`src/rtl/wb_dma_copy.sv`:
```
// Memory-to-memory copy engine: Wishbone register slave plus a Wishbone master that copies LEN words SRC->DST.
// Latency: slave ack one cycle after strobe; master costs 5 cycles per word with a zero-wait target.
// Backpressure: master holds each bus cycle until m_ack_i/m_err_i; slave accepts every access.
module wb_dma_copy #(
  parameter int LEN_W = 16
) (
  input  logic        wb_clk_i,
  input  logic        wb_rst_i,
  input  logic        wb_cyc_i,
  input  logic        wb_stb_i,
  input  logic        wb_we_i,
  input  logic [31:0] wb_adr_i,
  input  logic [31:0] wb_dat_i,
  input  logic [3:0]  wb_sel_i,
  output logic [31:0] wb_dat_o,
  output logic        wb_ack_o,
  output logic        m_cyc_o,
  output logic        m_stb_o,
  output logic        m_we_o,
  output logic [31:0] m_adr_o,
  output logic [3:0]  m_sel_o,
  output logic [31:0] m_dat_o,
  input  logic [31:0] m_dat_i,
  input  logic        m_ack_i,
  input  logic        m_err_i,
  output logic        irq_o
);

  typedef enum logic [2:0] {IDLE, RD, RDW, WR, WRW, NEXT} state_t;

  state_t           state_q, state_d;
  logic [31:0]      src_q, src_d, dst_q, dst_d;
  logic [LEN_W-1:0] len_q, len_d, cnt_q, cnt_d;
  logic             done_q, done_d, ie_q, ie_d, err_q, err_d, irq_q, irq_d;
  logic             ack_q, ack_d;
  logic [31:0]      rdat_q, rdat_d;
  logic [31:0]      wsrc_q, wsrc_d, wdst_q, wdst_d, buf_q, buf_d;
  logic             cyc_q, cyc_d, we_q, we_d;
  logic [31:0]      adr_q, adr_d, mdat_q, mdat_d;
  logic             acc, wr, busy, start;
  logic [31:0]      rd_mux;
  logic             unused_ok;

  // Byte selects and undecoded address bits carry no meaning here.
  assign unused_ok = ^{wb_sel_i, wb_adr_i[31:4], wb_adr_i[1:0]};

  assign acc   = wb_cyc_i & wb_stb_i & ~ack_q;
  assign wr    = acc & wb_we_i;
  assign busy  = (state_q != IDLE);
  assign start = wr & (wb_adr_i[3:2] == 2'd3) & wb_dat_i[0] & ~busy;

  assign wb_ack_o = ack_q;
  assign wb_dat_o = rdat_q;
  assign m_cyc_o  = cyc_q;
  assign m_stb_o  = cyc_q;
  assign m_we_o   = we_q;
  assign m_adr_o  = adr_q;
  assign m_dat_o  = mdat_q;
  assign m_sel_o  = {4{cyc_q}};
  assign irq_o    = irq_q;

  // Register read mux; status bits are assembled from live state.
  always_comb begin
    rd_mux = 32'd0;
    case (wb_adr_i[3:2])
      2'd0:    rd_mux = src_q;
      2'd1:    rd_mux = dst_q;
      2'd2:    rd_mux = 32'(len_q);
      default: rd_mux = {27'd0, err_q, ie_q, done_q, busy, 1'b0};
    endcase
  end

  // Register writes first, then the copy FSM; FSM status updates override the CPU's W1C.
  always_comb begin
    state_d = state_q;
    src_d   = src_q;
    dst_d   = dst_q;
    len_d   = len_q;
    cnt_d   = cnt_q;
    done_d  = done_q;
    ie_d    = ie_q;
    err_d   = err_q;
    ack_d   = acc;
    rdat_d  = 32'd0;
    wsrc_d  = wsrc_q;
    wdst_d  = wdst_q;
    buf_d   = buf_q;
    cyc_d   = cyc_q;
    we_d    = we_q;
    adr_d   = adr_q;
    mdat_d  = mdat_q;
    irq_d   = done_q & ie_q;

    if (acc && !wb_we_i) rdat_d = rd_mux;

    if (wr) begin
      case (wb_adr_i[3:2])
        2'd0: if (!busy) src_d = {wb_dat_i[31:2], 2'b00};
        2'd1: if (!busy) dst_d = {wb_dat_i[31:2], 2'b00};
        2'd2: if (!busy) len_d = wb_dat_i[LEN_W-1:0];
        default: begin
          ie_d = wb_dat_i[3];
          if (wb_dat_i[2]) done_d = 1'b0;
          if (wb_dat_i[4]) err_d  = 1'b0;
        end
      endcase
    end

    case (state_q)
      IDLE: begin
        if (start) begin
          if (len_q == '0) begin
            done_d = 1'b1;
          end else begin
            wsrc_d  = src_q;
            wdst_d  = dst_q;
            cnt_d   = len_q;
            state_d = RD;
          end
        end
      end
      RD: begin
        cyc_d   = 1'b1;
        we_d    = 1'b0;
        adr_d   = wsrc_q;
        mdat_d  = 32'd0;
        state_d = RDW;
      end
      RDW, WRW: begin
        // Error wins over a simultaneous ack.
        if (m_err_i || m_ack_i) begin
          cyc_d  = 1'b0;
          we_d   = 1'b0;
          adr_d  = 32'd0;
          mdat_d = 32'd0;
          if (m_err_i) begin
            err_d   = 1'b1;
            state_d = IDLE;
          end else if (state_q == RDW) begin
            buf_d   = m_dat_i;
            state_d = WR;
          end else begin
            state_d = NEXT;
          end
        end
      end
      WR: begin
        cyc_d   = 1'b1;
        we_d    = 1'b1;
        adr_d   = wdst_q;
        mdat_d  = buf_q;
        state_d = WRW;
      end
      NEXT: begin
        wsrc_d = wsrc_q + 32'd4;
        wdst_d = wdst_q + 32'd4;
        cnt_d  = cnt_q - LEN_W'(1);
        if (cnt_q == LEN_W'(1)) begin
          done_d  = 1'b1;
          state_d = IDLE;
        end else begin
          state_d = RD;
        end
      end
      default: state_d = IDLE;
    endcase
  end

  // All state, including bus outputs, clears asynchronously so a reset abandons the cycle at once.
  always_ff @(posedge wb_clk_i or posedge wb_rst_i) begin
    if (wb_rst_i) begin
      state_q <= IDLE;
      src_q   <= 32'd0;
      dst_q   <= 32'd0;
      len_q   <= '0;
      cnt_q   <= '0;
      done_q  <= 1'b0;
      ie_q    <= 1'b0;
      err_q   <= 1'b0;
      irq_q   <= 1'b0;
      ack_q   <= 1'b0;
      rdat_q  <= 32'd0;
      wsrc_q  <= 32'd0;
      wdst_q  <= 32'd0;
      buf_q   <= 32'd0;
      cyc_q   <= 1'b0;
      we_q    <= 1'b0;
      adr_q   <= 32'd0;
      mdat_q  <= 32'd0;
    end else begin
      state_q <= state_d;
      src_q   <= src_d;
      dst_q   <= dst_d;
      len_q   <= len_d;
      cnt_q   <= cnt_d;
      done_q  <= done_d;
      ie_q    <= ie_d;
      err_q   <= err_d;
      irq_q   <= irq_d;
      ack_q   <= ack_d;
      rdat_q  <= rdat_d;
      wsrc_q  <= wsrc_d;
      wdst_q  <= wdst_d;
      buf_q   <= buf_d;
      cyc_q   <= cyc_d;
      we_q    <= we_d;
      adr_q   <= adr_d;
      mdat_q  <= mdat_d;
    end
  end

endmodule

```
`config.mk`:
```
export PLATFORM = sky130hd
export DESIGN_NAME = wb_dma_copy
export DESIGN_NICKNAME = d
export VERILOG_FILES = /design/src/rtl/wb_dma_copy.sv
export SDC_FILE = /design/constraint.sdc
export NUM_CORES = 1
export LEC_CHECK = 0
export CORE_ASPECT_RATIO = 1.1
export CORE_MARGIN = 5
export CORE_UTILIZATION = 28
export CTS_CLUSTER_DIAMETER = 60
export CTS_CLUSTER_SIZE = 12
export DETAILED_ROUTE_END_ITERATION = 16
export PLACE_DENSITY = 0.57
export SYNTH_ARGS = -nofsm -noshare
export SYNTH_HDL_FRONTEND = slang
export SYNTH_SLANG_ARGS = --single-unit
export TNS_END_PERCENT = 100
```
`constraint.sdc`:
```
create_clock -name wb_clk_i -period 12.46 [get_ports wb_clk_i]
set_input_delay 2.492 -clock wb_clk_i [delete_from_list [all_inputs] [get_ports wb_clk_i]]
set_output_delay 2.492 -clock wb_clk_i [all_outputs]
set_load 0.05 [all_outputs]
```
==> impl_metrics.tcl, run 1 <==
set metrics [dict create \
    end_kind "flop" \
    hold_depth 2 \
    drtIter0Drc 804 \
    clk_path_buf_depth 3 \
    irDropWorstVdd_mv 0.121 \
    totalPowerFinal_mw 4.23 \
    syn-num-nets 1339 \
    synth_seq_area_share 0.549 \
    multi_input_comb_area_um2 5500 \
    pwr-share-clk 0.184 \
    antennaDiodeCount 0 \
    place_area_um2 15500 \
    intPower_mw 2.47 \
    synth-main-ff-cell "dfrtp_1" \
    fin_nets 1468 \
    seq_area_um2 7230 \
    worstPathRequired_ns 12.89 \
    synth_compound_area_frac 0.173 \
    initial_core_util 0.283 \
    worst_pin_slew_ns 1.04 \
    netSwitchingFraction 0.417 \
    rows 83 \
    synth_top_family_by_area "compound AO/OA/AOI/OAI gates" \
    drive_gt1_frac 0.130 \
    synthArstFlopShare 1.00 \
    numCtsBuffers 28 \
    start_kind "primary input" \
    synth.area.mux_share 0.120 \
    clock-root-buffer "clkbuf_16" \
    fill_cells 4634 \
    synth.top_cell.area_share 0.549 \
    skew_ns 0.0193 \
    final.period_utilization 0.442 \
    cts_sinks 289 \
    ant_nets 0 \
    die_x_um 217 \
    tns_ns 0 \
    cp_slowest_cell "clkdlybuf4s50_1" \
    synth.largest_area_cell "dfrtp_1" \
    drc_errors 0 \
    post_cts_resized 0 \
    io_buffers 177 \
    cts_tree "done" \
    clk_latency_ns 0.55 \
    p_leak_nw 6.66 \
    cp_max_fo 74 \
    gp_congestion 0.861 \
    yosys_warnings 0 \
    rsz0062_at_grt "false" \
    setup_viol 0 \
    grt_pass1_wl_um 60100 \
    grt_usage 0.143 \
    hold_buffers 0 \
    path_cells "clkdlybuf4s50_1, nand4_1, o21ai_0, o221a_2, buf_4, o21ai_0, a22o_1" \
    vias 10300 \
    die_area_um2 51500 \
    wl_per_cell_um 19.5 \
    arrival_ns 5.93 \
    grt_pass1_vias 10100 \
    synth_area_um2 13200 \
    combPwrFrac 0.411 \
    postCtsSetupBuffers 0 \
    core_area_um2 46600 \
    synth_edf_count 0 \
    fin_hold_ws_ns 0.476 \
    seqPwrFrac 0.405 \
    synth-simple-area-share 0.117 \
    via_per_inst 5.29 \
    max_cap_viol_count 0 \
    power_density_nw_per_um2 261 \
    syn2layout_area_growth_pct 23.2 \
    max-slew-margin-rel 0.300 \
    synth_seq_cells 289 \
    gr-total-overflow 0 \
    crit_top_cell "o21ai_0" \
    max_stage_delay_ns 1.03 \
    syn_area_per_cell_um2 10.7 \
    drv_slew 0 \
    hold_path_class "reg -> reg" \
    drtPass1Iterations 5 \
    clk_pin_slew_ns 0.06 \
    wirelength_um 38100 \
    die_h_um 238 \
    max_freq_ghz 0.182 \
    dp_hpwl_um 26300 \
    r2r_cells 5 \
    grt_max_degree 133 \
    synth.distinct_cells 63 \
    status "finished, final reports clean" \
    antenna_found_initial 4 \
    fin_crit_ns 5.50 \
    hold_violations 0 \
    yosys.area_share.xor_xnor 0.000664 \
    path_class "in -> reg" \
    design_area_um2 16200 \
    ys_top_cells_by_area "dfrtp_1, mux2_2, a21oi_1, o21ai_0, nor2_1" \
    yosys.area_share.adder 0.00456 \
    boundaryPins 212 \
    p_sw_mw 1.76 \
    htreeDepth 1 \
    syn_inst 1228 \
]
## area by class of cell
type | instances | area share
Clock inverter | 2 | 0.00216
Timing Repair Buffer | 194 | 0.117
Tap cell | 595 | 0.0458
Multi-Input combinational cell | 824 | 0.339
Clock buffer | 32 | 0.0460
Sequential cell | 289 | 0.445
Inverter | 20 | 0.00509
## path summary, 6_finish.rpt
path                                              start  slack, ns                       to
worst min-delay path            m_adr_o[11]$_DFFE_PP0P_       0.48  m_adr_o[11]$_DFFE_PP0P_
worst max-delay path                        wb_adr_i[3]       6.96   wsrc_q[19]$_DFFE_PP0P_
min in group asynchronous                      wb_rst_i       2.54     buf_q[8]$_DFFE_PP0P_
max in group asynchronous                      wb_rst_i       7.93   wb_dat_o[29]$_DFF_PP0_
worst min register to register  m_adr_o[11]$_DFFE_PP0P_       0.48  m_adr_o[11]$_DFFE_PP0P_
worst max register to register   state_q[0]$_DFFE_PP0P_       9.17   wsrc_q[19]$_DFFE_PP0P_
## layout by cell type (no fill, tap or decap), types with 3 or more instances in the layout
cell | synthesis | layout
mux2i_1 | 28 | 28
and4_1 | 4 | 4
a2bb2oi_1 | 21 | 21
a22oi_1 | 40 | 40
nand3_1 | 43 | 43
nor3_2 | 2 | 3
a21oi_1 | 89 | 89
o22ai_1 | 35 | 35
a31oi_1 | 7 | 7
nor4_1 | 12 | 12
nor2_1 | 97 | 96
o22a_1 | 4 | 3
nor3_1 | 17 | 16
nand4_1 | 20 | 20
inv_1 | 20 | 19
ha_1 | 4 | 4
clkbuf_16 | 0 | 29
a221oi_1 | 5 | 5
and3_1 | 8 | 8
dfrtp_1 | 289 | 289
nand2b_1 | 5 | 5
or3_1 | 6 | 6
o32ai_1 | 4 | 4
a21o_1 | 4 | 4
o21ai_0 | 88 | 88
nand3b_1 | 3 | 3
buf_4 | 10 | 17
nand2_1 | 86 | 86
and2_1 | 3 | 3
a22o_1 | 36 | 36
clkdlybuf4s50_1 | 0 | 176
or4_1 | 6 | 6
mux4_2 | 3 | 3
nor2b_1 | 3 | 3
mux2_2 | 109 | 109
## cells by family (layout without fill, tap and decap cells)
| logic type | after synthesis | in the layout |
|---|---|---|
| and+or+nand+nor | 323 | 323 |
| adders and majority gates | 5 | 5 |
| AOI/OAI and AO/OA | 355 | 355 |
| muxes | 140 | 140 |
| DFF | 289 | 289 |
| buffers and inverters | 115 | 248 |
| xor gates and xnor gates | 1 | 1 |
## registers in the layout (all words and copies together), names as in the netlist, 3 cells and up
| register | flops |
|---|---|
| wb_dat_o | 32 |
| m_dat_o | 32 |
| buf_q | 32 |
| src_q | 30 |
| cnt_q | 16 |
| dst_q | 30 |
| m_adr_o | 31 |
| wsrc_q | 30 |
| wdst_q | 30 |
| state_q | 3 |
| len_q | 16 |
## cell usage after synthesis (16+ instances only)
master / instances
a22o_1: 36
nor2_1: 97
nand2_1: 86
a2bb2oi_1: 21
mux2i_1: 28
nand4_1: 20
dfrtp_1: 289
o22ai_1: 35
nand3_1: 43
mux2_2: 109
a22oi_1: 40
a21oi_1: 89
buf_1: 16
clkbuf_1: 56
inv_1: 20
o21ai_0: 88
nor3_1: 17
## worst max-delay path, delay by kind of cell
family	cells	cell delay [ns]
and+or+nand+nor	1	0.20
buffers and inverters	2	1.72
AOI/OAI and AO/OA	4	1.46
## power groups by stage
stage	registers (mW)	clock network (mW)	logic, mW
2_1_floorplan	1.88	0	1.01
3_3_place_gp	1.71	0	1.71
3_5_place_dp	1.72	0	1.75
4_1_cts	1.71	0.813	1.75
5_1_grt	1.77	0.845	1.90
6_report	1.71	0.781	1.74
## stage by stage
stage / cells / setup WS [ns] / util
final: 1956 / 6.96 / 0.348
after detailed placement: 1922 / 6.46 / 0.332
after floorplan: 1228 / 1.99 / -
after global placement: 1922 / 6.46 / 0.332
after global routing: 1956 / 6.64 / 0.348
after CTS: 1956 / 7.01 / 0.348
## per-layer routing
layer	GRT usage	part of all wire
met1	0.200	0.45
met2	0.222	0.45
met3	0.0350	0.076
met4	0.0423	0.026
met5	0	0.0010
No activity file was read; power rests on OpenSTA's default activity.
==> inputs of run 2 (changes only) <==
--- a/config.mk
+++ b/config.mk
@@ -11,7 +11,7 @@
 export CTS_CLUSTER_DIAMETER = 60
 export CTS_CLUSTER_SIZE = 12
 export DETAILED_ROUTE_END_ITERATION = 16
-export PLACE_DENSITY = 0.57
+export PLACE_DENSITY = 0.59
 export SYNTH_ARGS = -nofsm -noshare
 export SYNTH_HDL_FRONTEND = slang
 export SYNTH_SLANG_ARGS = --single-unit
==> constraint.sdc (replaced) <==
create_clock -name wb_clk_i -period 4.41 [get_ports wb_clk_i]
set_input_delay 0.882 -clock wb_clk_i [delete_from_list [all_inputs] [get_ports wb_clk_i]]
set_output_delay 0.882 -clock wb_clk_i [all_outputs]
set_load 0.05 [all_outputs]
==> impl_metrics.tcl, run 2 (same netlist as run 1, synthesis figures left out) <==
set metrics [dict create \
    holdPathEnd "m_adr_o[26]$_DFFE_PP0P_" \
    max-slew-margin-rel 0.216 \
    drv_slew 0 \
    initial_core_util 0.283 \
    r2r_cells 6 \
    clk_path_buf_depth 3 \
    grt_max_degree 95 \
    dp_hpwl_um 26900 \
    fin_nets 1480 \
    gr-total-overflow 0 \
    grtUsageMet2 0.228 \
    start_kind "flop" \
    r2r_start "wdst_q[2]$_DFFE_PP0P_" \
    rows 83 \
    grt_use_met1 0.197 \
    wirelength_um 38200 \
    power_density_nw_per_um2 732 \
    die_area_um2 51500 \
    post_cts_resized 0 \
    die_x_um 217 \
    arrival_ns 1.89 \
    totalPowerFinal_mw 12.0 \
    cp_slowest_cell "clkdlybuf4s50_1" \
    clk_pin_slew_ns 0.06 \
    busiest_layer "met2" \
    vias 10300 \
    met3_usage 0.0303 \
    drtPass1Iterations 7 \
    grt_pass1_vias 10300 \
    via_per_inst 5.24 \
    cts_sinks 289 \
    cts_tree "done" \
    grt_pass1_wl_um 59900 \
    wl_per_cell_um 19.4 \
    fin_hold_ws_ns 0.475 \
    cp_max_fo 8 \
    max_freq_ghz 0.361 \
    tns_ns 0 \
    hold_buffers 0 \
    gp_congestion 0.880 \
    worst_pin_slew_ns 1.17 \
    clock-root-buffer "clkbuf_16" \
    fin_crit_ns 2.77 \
    drive_gt1_frac 0.137 \
    io_buffers 177 \
    syn2layout_area_growth_pct 24.0 \
    skew_ns 0.0161 \
    rr_endpoint "wdst_q[28]$_DFFE_PP0P_" \
    htreeDepth 1 \
    worstPathRequired_ns 3.53 \
    path_class "reg -> out" \
    p_leak_nw 6.71 \
    drtIter0Drc 875 \
    irDropWorstVdd_mv 0.403 \
    rsz0062_at_grt "false" \
    hold_path_class "reg -> reg" \
    drc_errors 0 \
    core_area_um2 46600 \
    path_buf_inv 1 \
    final_common_cell "dfrtp_1" \
    max_cap_viol_count 0 \
    cpLargestDelayFamily "buffers and inverters" \
    layout.cells.most_common_list "dfrtp_1, clkdlybuf4s50_1, mux2_2" \
    status "finished, final reports clean" \
    hold_start "m_adr_o[26]$_DFFE_PP0P_" \
    boundaryPins 212 \
    max_stage_delay_ns 0.86 \
    final.period_utilization 0.629 \
    startpoint "m_cyc_o$_DFFE_PP0P_" \
    ant_nets 0 \
    path_cells "clkdlybuf4s50_1" \
    clk_latency_ns 0.56 \
    grt_usage 0.142 \
    hold_violations 0 \
    setup_viol 0 \
    postCtsSetupBuffers 0 \
    hold_depth 2 \
    numCtsBuffers 28 \
    end_kind "output pin" \
    die_h_um 238 \
    antenna_found_initial 6 \
    ff2ff_setup_slack_ns 1.67 \
]
run 2: routing by layer:
metal | part of all wire | up-vias
met1 | 0.45 | 5104
met4 | 0.020 | 10
li1 | - | 4798
met5 | 0.0013 | -
met3 | 0.065 | 59
met2 | 0.46 | 342
run 2: cell type report:
cell class                      count  area, µm²
Antenna cell                        1       2.50
Clock buffer                       32        737
Clock inverter                      2       12.5
Fill cell                        4599      30300
Inverter                           20       78.8
Multi-Input combinational cell    824       5500
Sequential cell                   289       7230
Tap cell                          595        744
Timing Repair Buffer              206       2030
run 2: stage by stage:
stage / instances / util / setup slack, ns / cell area (µm²)
3_5_place_dp: 1934 / 0.334 / 1.14 / 15600
6_report: 1969 / 0.351 / 1.64 / 16300
3_3_place_gp: 1934 / 0.334 / 1.13 / 15600
4_1_cts: 1968 / 0.350 / 1.58 / 16300
2_1_floorplan: 1228 / - / -0.305 / 13200
5_1_grt: 1968 / 0.350 / 1.45 / 16300
run 2: report_power, final:
group          internal (mW)  switching [mW]  leakage [nW]
logic                   2.04            2.93          2.65
clock network           1.16           0.975         0.365
registers               3.76            1.11          3.70
total                   6.96            5.01          6.71
run 2: worst max-delay path by stage:
stage / end / slack, ns / cells past startpoint
2_1_floorplan: buf_q[0]$_DFFE_PP0P_ / -0.31 / 1
3_3_place_gp: wdst_q[21]$_DFFE_PP0P_ / 1.13 / 6
3_5_place_dp: wdst_q[21]$_DFFE_PP0P_ / 1.14 / 6
4_1_cts: m_sel_o[1] / 1.58 / 1
5_1_grt: wdst_q[28]$_DFFE_PP0P_ / 1.45 / 6
6_report: m_sel_o[1] / 1.64 / 1
